$ cat src/rtl/joy_serial_pkg.sv
// Shared types and constants for the serial joystick front end.
// Contents: FSM state enum, joystick field positions/width, released-pad value.
package joy_pkg;

  typedef enum logic [1:0] {
    LOAD,
    SHIFT_LO,
    SHIFT_HI,
    DONE
  } state_t;

  localparam int unsigned J1_LSB = 0;
  localparam int unsigned J2_LSB = 8;
  localparam int unsigned JW     = 6;

  localparam logic [JW-1:0] RELEASED = 6'h3F;

endpackage

$ cat src/rtl/joy_serial_if.sv
// Board-side bundle of the serial joystick front end.
// Signals: joyD (serial data in), joyCk/joyLd (shift register clock/load_n),
//          joy1/joy2 (active-low pad words), strb (frame-end pulse).
// Modports: master = joy_serial, slave = shift register / consumer side.
interface joy_serial_if;
  import joy_pkg::*;

  logic          joyD;
  logic          joyCk;
  logic          joyLd;
  logic [JW-1:0] joy1;
  logic [JW-1:0] joy2;
  logic          strb;

  modport master (input joyD, output joyCk, joyLd, joy1, joy2, strb);
  modport slave  (output joyD, input joyCk, joyLd, joy1, joy2, strb);

endinterface

$ cat src/rtl/joy_serial_tick.sv
// joy_tick: divides clock-enable pulses down to the shift tick.
// Ports: clock, reset (async active-low), ce (count enable), tick (ce on the
//        last count of each CKDIV-long group).
module joy_tick #(
  parameter int unsigned CKDIV = 4
) (
  input  logic clock,
  input  logic reset,
  input  logic ce,
  output logic tick
);

  localparam int unsigned DW = (CKDIV > 1) ? $clog2(CKDIV) : 1;

  logic [DW-1:0] div;
  logic          at_top_c;

  assign at_top_c = (div == DW'(CKDIV - 1));
  assign tick     = ce & at_top_c;

  // ce-qualified modulo-CKDIV counter; holds while ce is low
  always_ff @(posedge clock or negedge reset) begin
    if (!reset) begin
      div <= '0;
    end else if (ce) begin
      div <= at_top_c ? '0 : div + DW'(1);
    end
  end

endmodule

$ cat src/rtl/joy_serial.sv
// joy_serial: drives an external parallel-in shift register, reads one
// NBITS frame serially and presents two active-low 6-bit joystick words.
// Ports: clock, reset (async active-low), ce (clock enable),
//        bus (joy_serial_if.master: joyD in; joyCk, joyLd, joy1, joy2, strb out).
// Optional: define JOY_DEBOUNCE_EN to commit a frame only when it matches
//           the previous one (two identical consecutive frames).
module joy_serial
  import joy_pkg::*;
#(
  parameter int unsigned CKDIV = 4,
  parameter int unsigned NBITS = 16
) (
  input  logic         clock,
  input  logic         reset,
  input  logic         ce,
  joy_serial_if.master bus
);

  localparam int unsigned BW = $clog2(NBITS);

  state_t           state, state_d;
  logic [BW-1:0]    bit_q, bit_d;
  logic [NBITS-1:0] sr, sr_d;
  logic             ck_q, ck_d;
  logic             ld_q, ld_d;
  logic             strb_q, strb_d;
  logic [JW-1:0]    j1_q, j1_d;
  logic [JW-1:0]    j2_q, j2_d;
`ifdef JOY_DEBOUNCE_EN
  logic [NBITS-1:0] prv, prv_d;
`endif

  logic tick;
  logic div_ce_c;
  logic last_bit_c;

  // DONE must not advance the divider; it was just cleared by the final tick
  assign div_ce_c   = ce & (state != DONE);
  assign last_bit_c = (bit_q == BW'(NBITS - 1));

  joy_tick #(.CKDIV(CKDIV)) u_tick (
    .clock (clock),
    .reset (reset),
    .ce    (div_ce_c),
    .tick  (tick)
  );

  // State and datapath registers
  always_ff @(posedge clock or negedge reset) begin
    if (!reset) begin
      state  <= LOAD;
      bit_q  <= '0;
      sr     <= '1;
      ck_q   <= 1'b0;
      ld_q   <= 1'b1;
      strb_q <= 1'b0;
      j1_q   <= RELEASED;
      j2_q   <= RELEASED;
`ifdef JOY_DEBOUNCE_EN
      prv    <= '1;
`endif
    end else begin
      state  <= state_d;
      bit_q  <= bit_d;
      sr     <= sr_d;
      ck_q   <= ck_d;
      ld_q   <= ld_d;
      strb_q <= strb_d;
      j1_q   <= j1_d;
      j2_q   <= j2_d;
`ifdef JOY_DEBOUNCE_EN
      prv    <= prv_d;
`endif
    end
  end

  // Next-state logic
  always_comb begin
    state_d = state;
    case (state)
      LOAD:     if (tick) state_d = SHIFT_LO;
      SHIFT_LO: if (tick) state_d = SHIFT_HI;
      SHIFT_HI: if (tick) state_d = last_bit_c ? DONE : SHIFT_LO;
      DONE:     state_d = LOAD;
      default:  state_d = LOAD;
    endcase
  end

  // Next values of registered outputs and datapath
  always_comb begin
    bit_d  = bit_q;
    sr_d   = sr;
    ck_d   = ck_q;
    ld_d   = ld_q;
    strb_d = 1'b0;
    j1_d   = j1_q;
    j2_d   = j2_q;
`ifdef JOY_DEBOUNCE_EN
    prv_d  = prv;
`endif
    case (state)
      LOAD: begin
        // load_n stays low for the whole LOAD phase, rising on its final tick
        if (ce) ld_d = tick;
        if (tick) bit_d = '0;
      end
      SHIFT_LO: begin
        if (tick) begin
          sr_d[bit_q] = bus.joyD;
          ck_d        = 1'b1;
        end
      end
      SHIFT_HI: begin
        if (tick) begin
          ck_d = 1'b0;
          if (!last_bit_c) bit_d = bit_q + BW'(1);
        end
      end
      DONE: begin
        strb_d = 1'b1;
        ld_d   = 1'b0;
`ifdef JOY_DEBOUNCE_EN
        if (sr == prv) begin
          j1_d = sr[J1_LSB +: JW];
          j2_d = sr[J2_LSB +: JW];
        end
        prv_d = sr;
`else
        j1_d = sr[J1_LSB +: JW];
        j2_d = sr[J2_LSB +: JW];
`endif
      end
      default: ;
    endcase
  end

  assign bus.joyCk = ck_q;
  assign bus.joyLd = ld_q;
  assign bus.joy1  = j1_q;
  assign bus.joy2  = j2_q;
  assign bus.strb  = strb_q;

endmodule

$ cat src/flat_wrapper.sv
// flat-port wrapper written by rule: the top's interface ports become plain ports
module joy_serial_flat import joy_pkg::*;
#(
  parameter int unsigned CKDIV = 4,
  parameter int unsigned NBITS = 16
)
  (clock, reset, ce, bus_joyD, bus_joyCk, bus_joyLd, bus_joy1, bus_joy2, bus_strb);
  joy_serial_if bus_i ();
  input  logic clock;
  input  logic reset;
  input  logic ce;
  input wire logic [$bits(bus_i.joyD)-1:0] bus_joyD;
  output wire logic [$bits(bus_i.joyCk)-1:0] bus_joyCk;
  output wire logic [$bits(bus_i.joyLd)-1:0] bus_joyLd;
  output wire logic [$bits(bus_i.joy1)-1:0] bus_joy1;
  output wire logic [$bits(bus_i.joy2)-1:0] bus_joy2;
  output wire logic [$bits(bus_i.strb)-1:0] bus_strb;
  assign bus_i.joyD = bus_joyD;
  assign bus_joyCk = bus_i.joyCk;
  assign bus_joyLd = bus_i.joyLd;
  assign bus_joy1 = bus_i.joy1;
  assign bus_joy2 = bus_i.joy2;
  assign bus_strb = bus_i.strb;
  joy_serial #(.CKDIV(CKDIV), .NBITS(NBITS)) u_core (.clock(clock), .reset(reset), .ce(ce), .bus(bus_i));
endmodule
$ cat config.mk
export PLATFORM = sky130hd
export DESIGN_NAME = joy_serial_flat
export DESIGN_NICKNAME = d
export VERILOG_FILES = /design/src/rtl/joy_serial_pkg.sv /design/src/rtl/joy_serial_if.sv /design/src/rtl/joy_serial_tick.sv /design/src/rtl/joy_serial.sv /design/src/flat_wrapper.sv
export SDC_FILE = /design/constraint.sdc
export NUM_CORES = 1
export LEC_CHECK = 0
export BUFFER_PORTS_ARGS = -buffer_cell sky130_fd_sc_hd__buf_2
export CAP_MARGIN = 20
export CORE_MARGIN = 5
export CORE_UTILIZATION = 61
export DETAILED_ROUTE_END_ITERATION = 8
export PLACE_DENSITY_LB_ADDON = 0.1
export SLEW_MARGIN = 20
export SYNTH_ARGS = -nofsm -noshare
export SYNTH_HDL_FRONTEND = slang
export SYNTH_HIERARCHICAL = 1
export SYNTH_SLANG_ARGS = --single-unit
$ cat constraint.sdc
create_clock -name clock -period 4.3 [get_ports clock]
set_clock_uncertainty 0.15 [all_clocks]
set_input_delay 0.215 -clock clock [delete_from_list [all_inputs] [get_ports clock]]
set_output_delay 0.215 -clock clock [all_outputs]
set_load 0.1 [all_outputs]
# After elaboration in Yosys (flattened, before gate mapping)
# Cells that the tools add are included.
word_totals:
  reg_bits: 39
op_classes:
  addsub: 2
  magnitude_cmp: 2
  n_eq_ne: 11
  n_mux: 19
  bitwise_logic: 2
  reduce_logical: 10
op_table:
  columns: ["cell", "n"]
  rows:
  - ["bitwise mux 16 bit", 1]
  - ["two-way mux 4 bit", 3]
  - ["two-way mux 2 bit", 5]
  - ["one-hot mux 2 bit (4 select lines)", 1]
  - ["one-hot mux 4 bit (2 select lines)", 1]
  - ["== test 2 bit, second input constant", 3]
  - ["inequality test 2 x 1 -> 1 bit, second input constant", 3]
  - ["inequality test 2 bit, second input constant", 3]
  - ["AND reduction 3 bit", 2]
  - ["nonzero test 2 bit", 3]
  - ["< comparator 4 x 5 -> 1 bit, second input constant", 1]
  - ["two-way mux 1 bit", 5]
  - ["adder 4 x 1 -> 4 bit, second input constant", 1]
  - ["demux 1 bit (select 4 bit)", 1]
  - ["== test 4 bit, second input constant", 1]
  - ["greater-or-equal comparator 4 x 1 -> 1 bit, second input constant", 1]
  - ["one-hot mux 1 bit (2 select lines)", 2]
  - ["AND reduction 2 bit", 2]
  - ["AND reduction 4 bit", 1]
  - ["adder 2 x 1 -> 2 bit, second input constant", 1]
  - ["bitwise AND 1 bit", 2]
  - ["== test 2 x 1 -> 1 bit, second input constant", 1]
  - ["logical NOT 2 bit", 1]
  - ["logical AND 1 bit", 1]

# Longest topological paths before layout
# Gate-level depths: netlist of the first run.
depth:
  ltp_word: 5
  depth_mapped: 9
  mapped_depth_nobuf: 6

# Modules after synthesis
# Netlist of the first run, hierarchy kept.
by_module_without_submodules:
  columns: ["module", "instances", "cells_each", "area_each_um2", "seq_area_each_um2"]
  rows:
  - ["joy_serial", 1, 126, 1552.7, 857.1]
  - ["joy_tick", 1, 7, 101.3, 50.0]

# Least setup slack after synthesis of the first run
# OpenSTA, ideal clock, no wires.
synth_path:
  path_type: "reg-to-reg"
  start: "register u_core.state[1]"
  end: "register u_core.sr[11]"
  arrival_ns: 1.930
  t_required_ns: 4.068
  setup_slack_ns: 2.138
  path_stages_with_launch: 9
  n_path_buf: 2
  synth_period_minus_slack_ns: 2.162
  cell_sequence: "dfrtp_1 nand2_1 buf_2 and2_1 and2_2 buf_4 inv_1 nor4_1 mux2_2"
synth_between:
  elab_chain_cells: 4
  word_cells_on_any_way: 5
synth_lines:
  columns: ["element", "line", "source"]
  rows:
  - ["start, declared", "joy_serial.sv:21", "state_t state, state_d;"]
  - ["start signal, assigned", "joy_serial.sv:63", "state <= state_d;"]
  - ["inequality test 2 bit", "joy_serial.sv:38", "assign div_ce_c = ce & (state != DONE);"]
  - ["bitwise AND 1 bit", "joy_serial.sv:38", null]
  - ["named net u_core.div_ce_c", "joy_serial.sv:34", "logic div_ce_c;"]
  - ["bitwise AND 1 bit", "joy_serial_tick.sv:19", "assign tick = ce & at_top_c;"]
  - ["named net u_core.tick", "joy_serial.sv:33", "logic tick;"]
  - ["AND reduction 2 bit (no source line)", null, null]
  - ["end signal, assigned", "joy_serial.sv:65", "sr <= sr_d;"]
  - ["end, declared", "joy_serial.sv:23", "logic [NBITS-1:0] sr, sr_d;"]
# The timed path passes the listed nets, and every way through them passes these cells.
# A chain may end at the register's enable or synchronous reset.

# Final worst setup path of the first run
layout_path:
  start: "register u_core.state[1]"
  end: "register u_core.ld_q (netlist: u_core/bus.joyLd)"
layout_between:
  elab_chain_cells: 5
  word_cells_on_any_way: 10
layout_lines:
  columns: ["element", "line", "source"]
  rows:
  - ["inequality test 2 bit", "joy_serial.sv:38", null]
  - ["bitwise AND 1 bit", "joy_serial.sv:38", null]
  - ["named net u_core.div_ce_c", "joy_serial.sv:34", null]
  - ["bitwise AND 1 bit", "joy_serial_tick.sv:19", null]
  - ["named net u_core.tick", "joy_serial.sv:33", null]
  - ["two-way mux 1 bit", "joy_serial.sv:104", "if (ce) ld_d = tick;"]
  - ["one-hot mux 1 bit (2 select lines)", "joy_serial.sv:101", "case (state)"]
  - ["end signal, assigned", "joy_serial.sv:67", "ld_q <= ld_d;"]
  - ["end, declared", "joy_serial.sv:25", "logic ld_q, ld_d;"]
# The timed path passes the listed nets, and every way through them passes these cells. The select of a mux whose other input is x is not followed.

==> impl_summary.md, run 1 <==
Outcome
The flow ran to the end, and the final reports show no timing, DRC or antenna violations.

Critical path
The worst-path cell with the longest stage delay is sky130_fd_sc_hd__dfrtp_1. The sort of element at the end of the critical path is a flop. The class of the most critical setup path is flop to flop. Along the worst path, the maximum fanout reaches 16. The maximum cell stage delay along the critical path is 0.53 ns. The critical path goes through nand2_1, and2_1, and2_2, nor2b_1, a22oi_1, o21ai_0. For the worst setup path, the data required time is 4.40 ns. The launching element type of the critical path is a flop. The critical path data arrival time is 2.71 ns.

Timing
The number of endpoints with negative hold slack in the final report is 0. The fmax is 0.383 GHz. The final count of negative-setup-slack endpoints is 0. The transition time of the tightest slew-check pin is 0.737 ns. After layout, the worst path uses 60.7% of the clock period. Setup repair after global routing left no endpoint under its margin. After layout, the minimum clock period comes to 2.61 ns. Headroom to the max-slew limit came out at 50.9%. The setup TNS is 0 ns. The max-slew violation count is 0.

Yosys
The synthesized net count is 142. The share of the yosys chip area belonging to registers is 54.8%. Yosys mapped the design onto 34 distinct sky130hd cell types. The number of warning messages in the yosys log is 6. The mean instance size in the synthesized netlist is 12.4 um2. Summing every instance area after synthesis gives 1650 um2. The cell count after synthesis came out at 133. The count of state elements after synthesis is 35.

Global routing
The global-route usage over all layers is between 15 and 20%. Global routing finished with a remaining overflow of 0. The via count of the first global-routing pass is 1109. The initial antenna violation count came to 0. The maximum number of pins on one net before global-route repair is 36.

The first global-routing pass estimated 4900 um of wire.

Clocking
After clock tree synthesis, the clock-pin slew on the worst setup and hold paths is 0.10 ns. The number of buffers added by the clock tree synthesis step is 5. TritonCTS built the clock tree. The clock tree root buffer cell is sky130_fd_sc_hd__clkbuf_4. No sink is reached through more buffers than the 2 on the longest clock path. The number of clock sinks is 35. In this run, post-CTS repair resized a total of 0 instances. The clock network latency to the later pin of the worst-skew pair is 0.33 ns. CTS built an H-tree with a depth of 2.

Floorplanning
The floorplan step defined a core boundary enclosing 2540 um2. The die is 62.1 um tall. The number of placement rows is 18. The starting density of the core is 65.0%. The width of the die is around 62 um. 19 I/O pins were placed. The die covers between 3000 and 4000 um2.

Finish
The post-layout net count is 160. The final design area excluding fillers is 1810 um2. The antenna diode count is 0. The layout overhead on the synthesized area is 9.68%.

Of the cells placed in the final design, the portion with a size suffix greater than 1 is 52.0%. Fill cells in the final layout number 179.

Routing
Using the TritonRoute via totals, the vias-per-cell ratio works out to 5.64. The average wire per cell in the routed design is 14.9 um. The routed layout has between 1000 and 1500 vias. Summed over all layers, the routed wires come to approximately 2700 um. The DRC violation total after the first TritonRoute iteration is 44. In the routed design, unresolved DRC markers number 0.

The count of nets left with antenna violations once routing finished came out at 0. The first detailed-routing pass ran for 4 iterations.

Place
Once detailed placement completed, the half-perimeter wirelength came to 1890 um. The placed cell area is ~1700 um2. Input and output buffers added on the ports amount to 18. The congestion estimate from routability-driven global placement came to 0.755.

Worst hold path
The class of the worst hold path is input port to flop.

Power
IR analysis of the VDD net gives a maximum drop of ~0.00055 V. The static leakage is 0.827 nW. Power spread over the standard cell area amounts to 675 nW/um2. The design draws about 1.2 mW.

Run
Max-cap violations in this run came to 0.
[power breakdown]
group          switching (mW)  leakage (nW)  internal, mW
Combinational           0.349         0.398         0.134
Sequential             0.0948         0.390         0.448
Clock                   0.101        0.0386        0.0962
[area by class of cell]
cell class	instances	area [um2]	area share [%]
tap	30	37.5	2.07
timing repair buffer	19	100	5.52
multi-input combinational	85	682	37.6
clock buffer	8	68.8	3.79
inverter	5	18.8	1.03
sequential	35	907	50.0
[cells by family after synthesis]
family,after synthesis,share of synthesized area [%]
AO/OA/AOI/OAI,15,5.07
adder cells (fa/ha/maj),5,3.78
buffers and inverters,13,3.93
flip-flops,35,54.8
multiplexers,26,17.9
AND/OR/NAND/NOR,39,14.5
[cells in the mapped netlist, drive strengths merged]
master	instances	area share, %
a21oi	5	1.5
a22oi	1	0.45
a41oi	1	0.53
and2	2	0.83
and2b	1	0.45
and3	1	0.38
buf	7	2.6
clkbuf	1	0.23
dfrtp	10	15
dfstp	25	40
ha	5	3.8
inv	5	1.1
mux2	25	17
mux2i	1	0.61
nand2	4	0.91
nand2b	6	2.3
nand3	2	0.61
nand3b	1	0.45
nand4	4	1.5
nand4b	3	2.9
nor2	10	2.3
nor2b	1	0.38
nor3	3	1.2
nor4	1	0.38
o211ai	1	0.45
o21ai	7	2.1
[flip-flops by register name, indices dropped and copies added (netlist names)]
| signal | count |
|---|---|
| u_core/sr | 12 |
| u_core/bus.joy1 | 6 |
| u_core/bus.joy2 | 6 |
| u_core/bit_q | 4 |
| u_core/state | 2 |
| u_core/u_tick/div | 2 |
| u_core/bus.joyCk | 1 |
| u_core/bus.joyLd | 1 |
| u_core/bus.strb | 1 |
[per-layer routing]
layer,global-route usage [%],share of wire (%),up-vias
met5,0,0,-
met4,9.09,2.3,0
met3,5.79,4.0,7
met2,27.2,47,22
met1,22.9,46,499
li1,-,-,498
[what timing repair did]
| item | CTS | global route |
|---|---|---|
| setup buffers | 0 | 0 |
| hold buffers | 1 | 0 |
| endpoints found under the hold margin | 10 | 0 |
[placed cells by master (no fill, tap or decap), types with 2 or more instances in the layout]
master | netlist | layout
sky130_fd_sc_hd__a21oi_1 | 5 | 5
sky130_fd_sc_hd__buf_2 | 4 | 18
sky130_fd_sc_hd__clkbuf_4 | 0 | 5
sky130_fd_sc_hd__clkbuf_8 | 0 | 2
sky130_fd_sc_hd__dfrtp_1 | 10 | 10
sky130_fd_sc_hd__dfstp_2 | 25 | 25
sky130_fd_sc_hd__ha_1 | 5 | 5
sky130_fd_sc_hd__inv_1 | 5 | 5
sky130_fd_sc_hd__mux2_2 | 24 | 24
sky130_fd_sc_hd__nand2_1 | 4 | 4
sky130_fd_sc_hd__nand2b_1 | 6 | 6
sky130_fd_sc_hd__nand3_1 | 2 | 2
sky130_fd_sc_hd__nand4_1 | 4 | 4
sky130_fd_sc_hd__nor2_1 | 10 | 10
sky130_fd_sc_hd__nor3_1 | 2 | 2
sky130_fd_sc_hd__o21ai_0 | 7 | 7
[final timing paths]
check	end	slack, ns	start	cells after the start
max reg2reg	u_core/bus.joyLd	1.69	u_core/state[1]	6
min in group asynchronous	u_core/bit_q[2]	0.34	reset	2
min	u_core/bus.joyLd	0.06	ce	4
max	u_core/bus.joyLd	1.69	u_core/state[1]	6
min reg2reg	u_core/u_tick/div[0]	0.34	u_core/u_tick/div[0]	1
max in group asynchronous	u_core/bus.strb	3.20	reset	2
[critical path, delay by kind of cell, from the launching register on]
kind,cells,cell delay [ns]
AOI/OAI and AO/OA,2,0.32
DFF,1,0.53
and+or+nand+nor,4,1.52
[per-stage QoR]
step	cells	hold slack, ns	util, %	worst slack, ns
CTS	182	0.0263	71.3	1.68
floorplan	133	-0.231	-	2.14
global route	182	0.0754	71.3	1.42
finish	182	0.0584	71.3	1.69
detailed placement	173	0.164	68.2	1.71
global placement	173	0.154	68.2	1.73
(Power assumes the default switching activity.)
==> run 2: changes to the inputs <==
--- a/config.mk
+++ b/config.mk
@@ -8,7 +8,7 @@
 export BUFFER_PORTS_ARGS = -buffer_cell sky130_fd_sc_hd__buf_2
 export CAP_MARGIN = 20
 export CORE_MARGIN = 5
-export CORE_UTILIZATION = 61
+export CORE_UTILIZATION = 51
 export DETAILED_ROUTE_END_ITERATION = 8
 export PLACE_DENSITY_LB_ADDON = 0.1
 export SLEW_MARGIN = 20
==> constraint.sdc (replaced) <==
create_clock -name clock -period 2.36 [get_ports clock]
set_clock_uncertainty 0.15 [all_clocks]
set_input_delay 0.118 -clock clock [delete_from_list [all_inputs] [get_ports clock]]
set_output_delay 0.118 -clock clock [all_outputs]
set_load 0.1 [all_outputs]
==> run 2 against run 1 <==
Against the previous run: count of clock-buffer cells in the layout unchanged; hold slack worse by 0.014 ns; cell area up 1.7%; die area up 16%; clock power up 51%.
==> impl_summary.md, run 2 (synthesis results as in run 1) <==
Power
The static leakage is between 0.8 and 0.9 nW. The power density of the placed cells is 1190 nW/um2. The fraction of power spent switching nets is 45.3%. The clock network burns 13.5% of the power. The overall power consumption is roughly 2.2 mW. Per report_power, the sequential group accounts for 43.0% of the total. Of the total power, combinational logic draws between 40 and 50%. IR analysis of the VDD net gives a maximum drop of 0.000777 V. The internal power is 1.20 mW.

For this design the total switching power over the nets is 998 uW.

Routing
The total via count after detailed routing is between 1000 and 1500. The average vias per placed instance is 5.28. The length of the first detailed-routing pass in iterations is 4. The total wire length after detailed routing is about 2900 um. For this block, the initial DRC count from the detailed router was 47.

In the final routed layout, each cell accounts on average for 14.3 um. The post-detailed-route DRC marker count is 0. The count of nets left with antenna violations once routing finished came out at 0.

Finish
In the layout the commonest cells are 25 x sky130_fd_sc_hd__dfstp_2, 24 x sky130_fd_sc_hd__mux2_2, 18 x sky130_fd_sc_hd__buf_2, 10 x sky130_fd_sc_hd__nor2_1, 10 x sky130_fd_sc_hd__dfrtp_1. The footprint of the flip-flops and latches is 907 um2. The post-route netlist has between 50% and 60% of its cells at a drive strength greater than 1. The post-layout net count is 164. The register with the most flip-flops in the layout has 12 of them. The layout overhead on the synthesized area is 11.5%. The library cell used most frequently in the layout, excluding fill and tap cells, is sky130_fd_sc_hd__dfstp_2. The finished layout holds 200 standard cells, fillers aside.

Measured on the finished design, the core utilization comes to approximately three fifths. Fill cells in the final layout number 278. The most flop-heavy register is u_core/sr. The antenna diode count is 0. Summing all multi-input logic gate instances after layout gives 682 um2.

Global routing
The via count of the first global-routing pass is 1121. The initial antenna violation count is 0. Entering global routing, the biggest net connects 36 pins. The residual overflow from global routing is 0. The wire length of the first global-routing pass is 5140 um.

The global-route usage over all layers is 15.9%.

Timing
The minimum clock period after layout is 1.97 ns. The transition time of the tightest slew-check pin is 0.740 ns. The number of endpoints with negative hold slack in the final report is 0.

The max-slew violation count is 0. Timing would allow up to roughly 0.5 GHz. The final count of negative-setup-slack endpoints is 0. Measured against its own limit, the worst slew margin works out to between 50% and 60%. The fraction of the cycle the final worst path needs is 83.5%. Setup repair after global routing left no endpoint under its margin.

The setup TNS is 0 ns.

Floorplanning
The standard cell core area is 3080 um2. The initial utilization of the core area, before any placement, comes to 53.7%. 19 I/O pins were placed. The die is 67.0 um wide. The number of placement rows is 20.

The die area is 4480 um2. The y dimension of the die is about 67 um.

Clocking
The maximum buffer depth of the clock tree is 2. The clock network latency to the later pin of the worst-skew pair is ~0.33 ns. TritonCTS built the clock tree.

After clock tree synthesis, the clock-pin slew on the worst setup and hold paths is 0.10 ns. The post-CTS setup buffer count is 0. The number of buffers added by the clock tree synthesis step is 5. The tree is rooted in a sky130_fd_sc_hd__clkbuf_4. The CTS H-tree depth is 2. The number of clock sinks is 35.

Critical path
The reg-to-reg setup timing slack is 0.39 ns. The worst-path maximum fanout is 9. In this run the worst setup path terminates at u_core/sr[11]. The sort of element at the end of the critical path is a flop. The critical path data arrival time is 2.08 ns. The critical path required time is 2.47 ns. The setup path with the least slack is of type flop to flop. The launching element type of the critical path is a flop.

The worst register-to-register path ends at u_core/sr[11]. In this run the critical register-to-register path is launched from u_core/state[1]. The number of cells traversed by the worst register-to-register path is 6. The critical path startpoint is u_core/state[1].

Place
In this run the tool buffered the top-level ports with 18 buffer cells. The number of placed cells counting well taps is 190. The final weighted congestion of routability-driven global placement is approximately 0.77. After legalization and detailed placement, the total HPWL measured 1980 um.

Run
The max capacitance violation total is 0.

Worst hold path
The class of the worst hold path is input port to flop.

Outcome
The flow ran to the end, and the final reports show no timing, DRC or antenna violations.
-- run 2: power groups by stage --
stage | sequential [mW] | clock [mW] | combinational [mW]
CTS | 0.950 | 0.314 | 0.964
detailed placement | 0.956 | 0 | 0.961
global route | 0.979 | 0.347 | 1.03
global placement | 0.946 | 0 | 0.946
floorplan | 1.35 | 0 | 0.417
finish | 0.948 | 0.298 | 0.957
-- run 2: per-layer routing --
metal	GRT usage [%]	part of all wire (%)
met1	18.3	45
met5	0	0
met3	5.06	4.8
met2	27.2	49
met4	6.08	1.8
-- run 2: what timing repair did --
action | in CTS | in global routing
resized for setup | 0 | 0
endpoints found under the hold margin | 11 | 0
setup endpoints to repair | 0 | 0
hold buffers | 2 | 0
-- run 2: how the worst min path moves through the flow --
stage	startpoint	end	slack [ns]	depth (start not counted)
after global routing	bus_joyD	u_core/sr[12]	0.05	2
after detailed placement	reset	u_core/bus.strb	0.07	1
after floorplan	reset	u_core/bit_q[0]	-0.33	0
after CTS	bus_joyD	u_core/sr[1]	0.03	2
final	bus_joyD	u_core/sr[1]	0.04	2
after global placement	reset	u_core/bus.strb	0.07	1
-- run 2: cell type report --
type | count | area share [%]
inverter | 5 | 1.02
timing repair buffer | 23 | 7.19
sequential | 35 | 49.2
multi-input combinational | 85 | 37.0
clock buffer | 8 | 2.65
tap | 44 | 2.99
-- run 2: worst max-delay path, cell delays in order (launching register included) --
cell and delay [ns]:
sky130_fd_sc_hd__dfrtp_1 0.39, sky130_fd_sc_hd__nand2_1 0.08, sky130_fd_sc_hd__and2_1 0.20, sky130_fd_sc_hd__and2_2 0.28, sky130_fd_sc_hd__inv_1 0.08, sky130_fd_sc_hd__nor4_1 0.34
sky130_fd_sc_hd__mux2_2 0.38
-- run 2: per-stage QoR --
stage / hold WS (ns) / worst slack, ns / cell area (um2)
after floorplan: -0.328 / 0.198 / 1650
after global placement: 0.0664 / 0.463 / 1780
after detailed placement: 0.0749 / 0.411 / 1780
after CTS: 0.0323 / 0.398 / 1840
after global routing: 0.0459 / 0.185 / 1840
final: 0.0442 / 0.389 / 1840
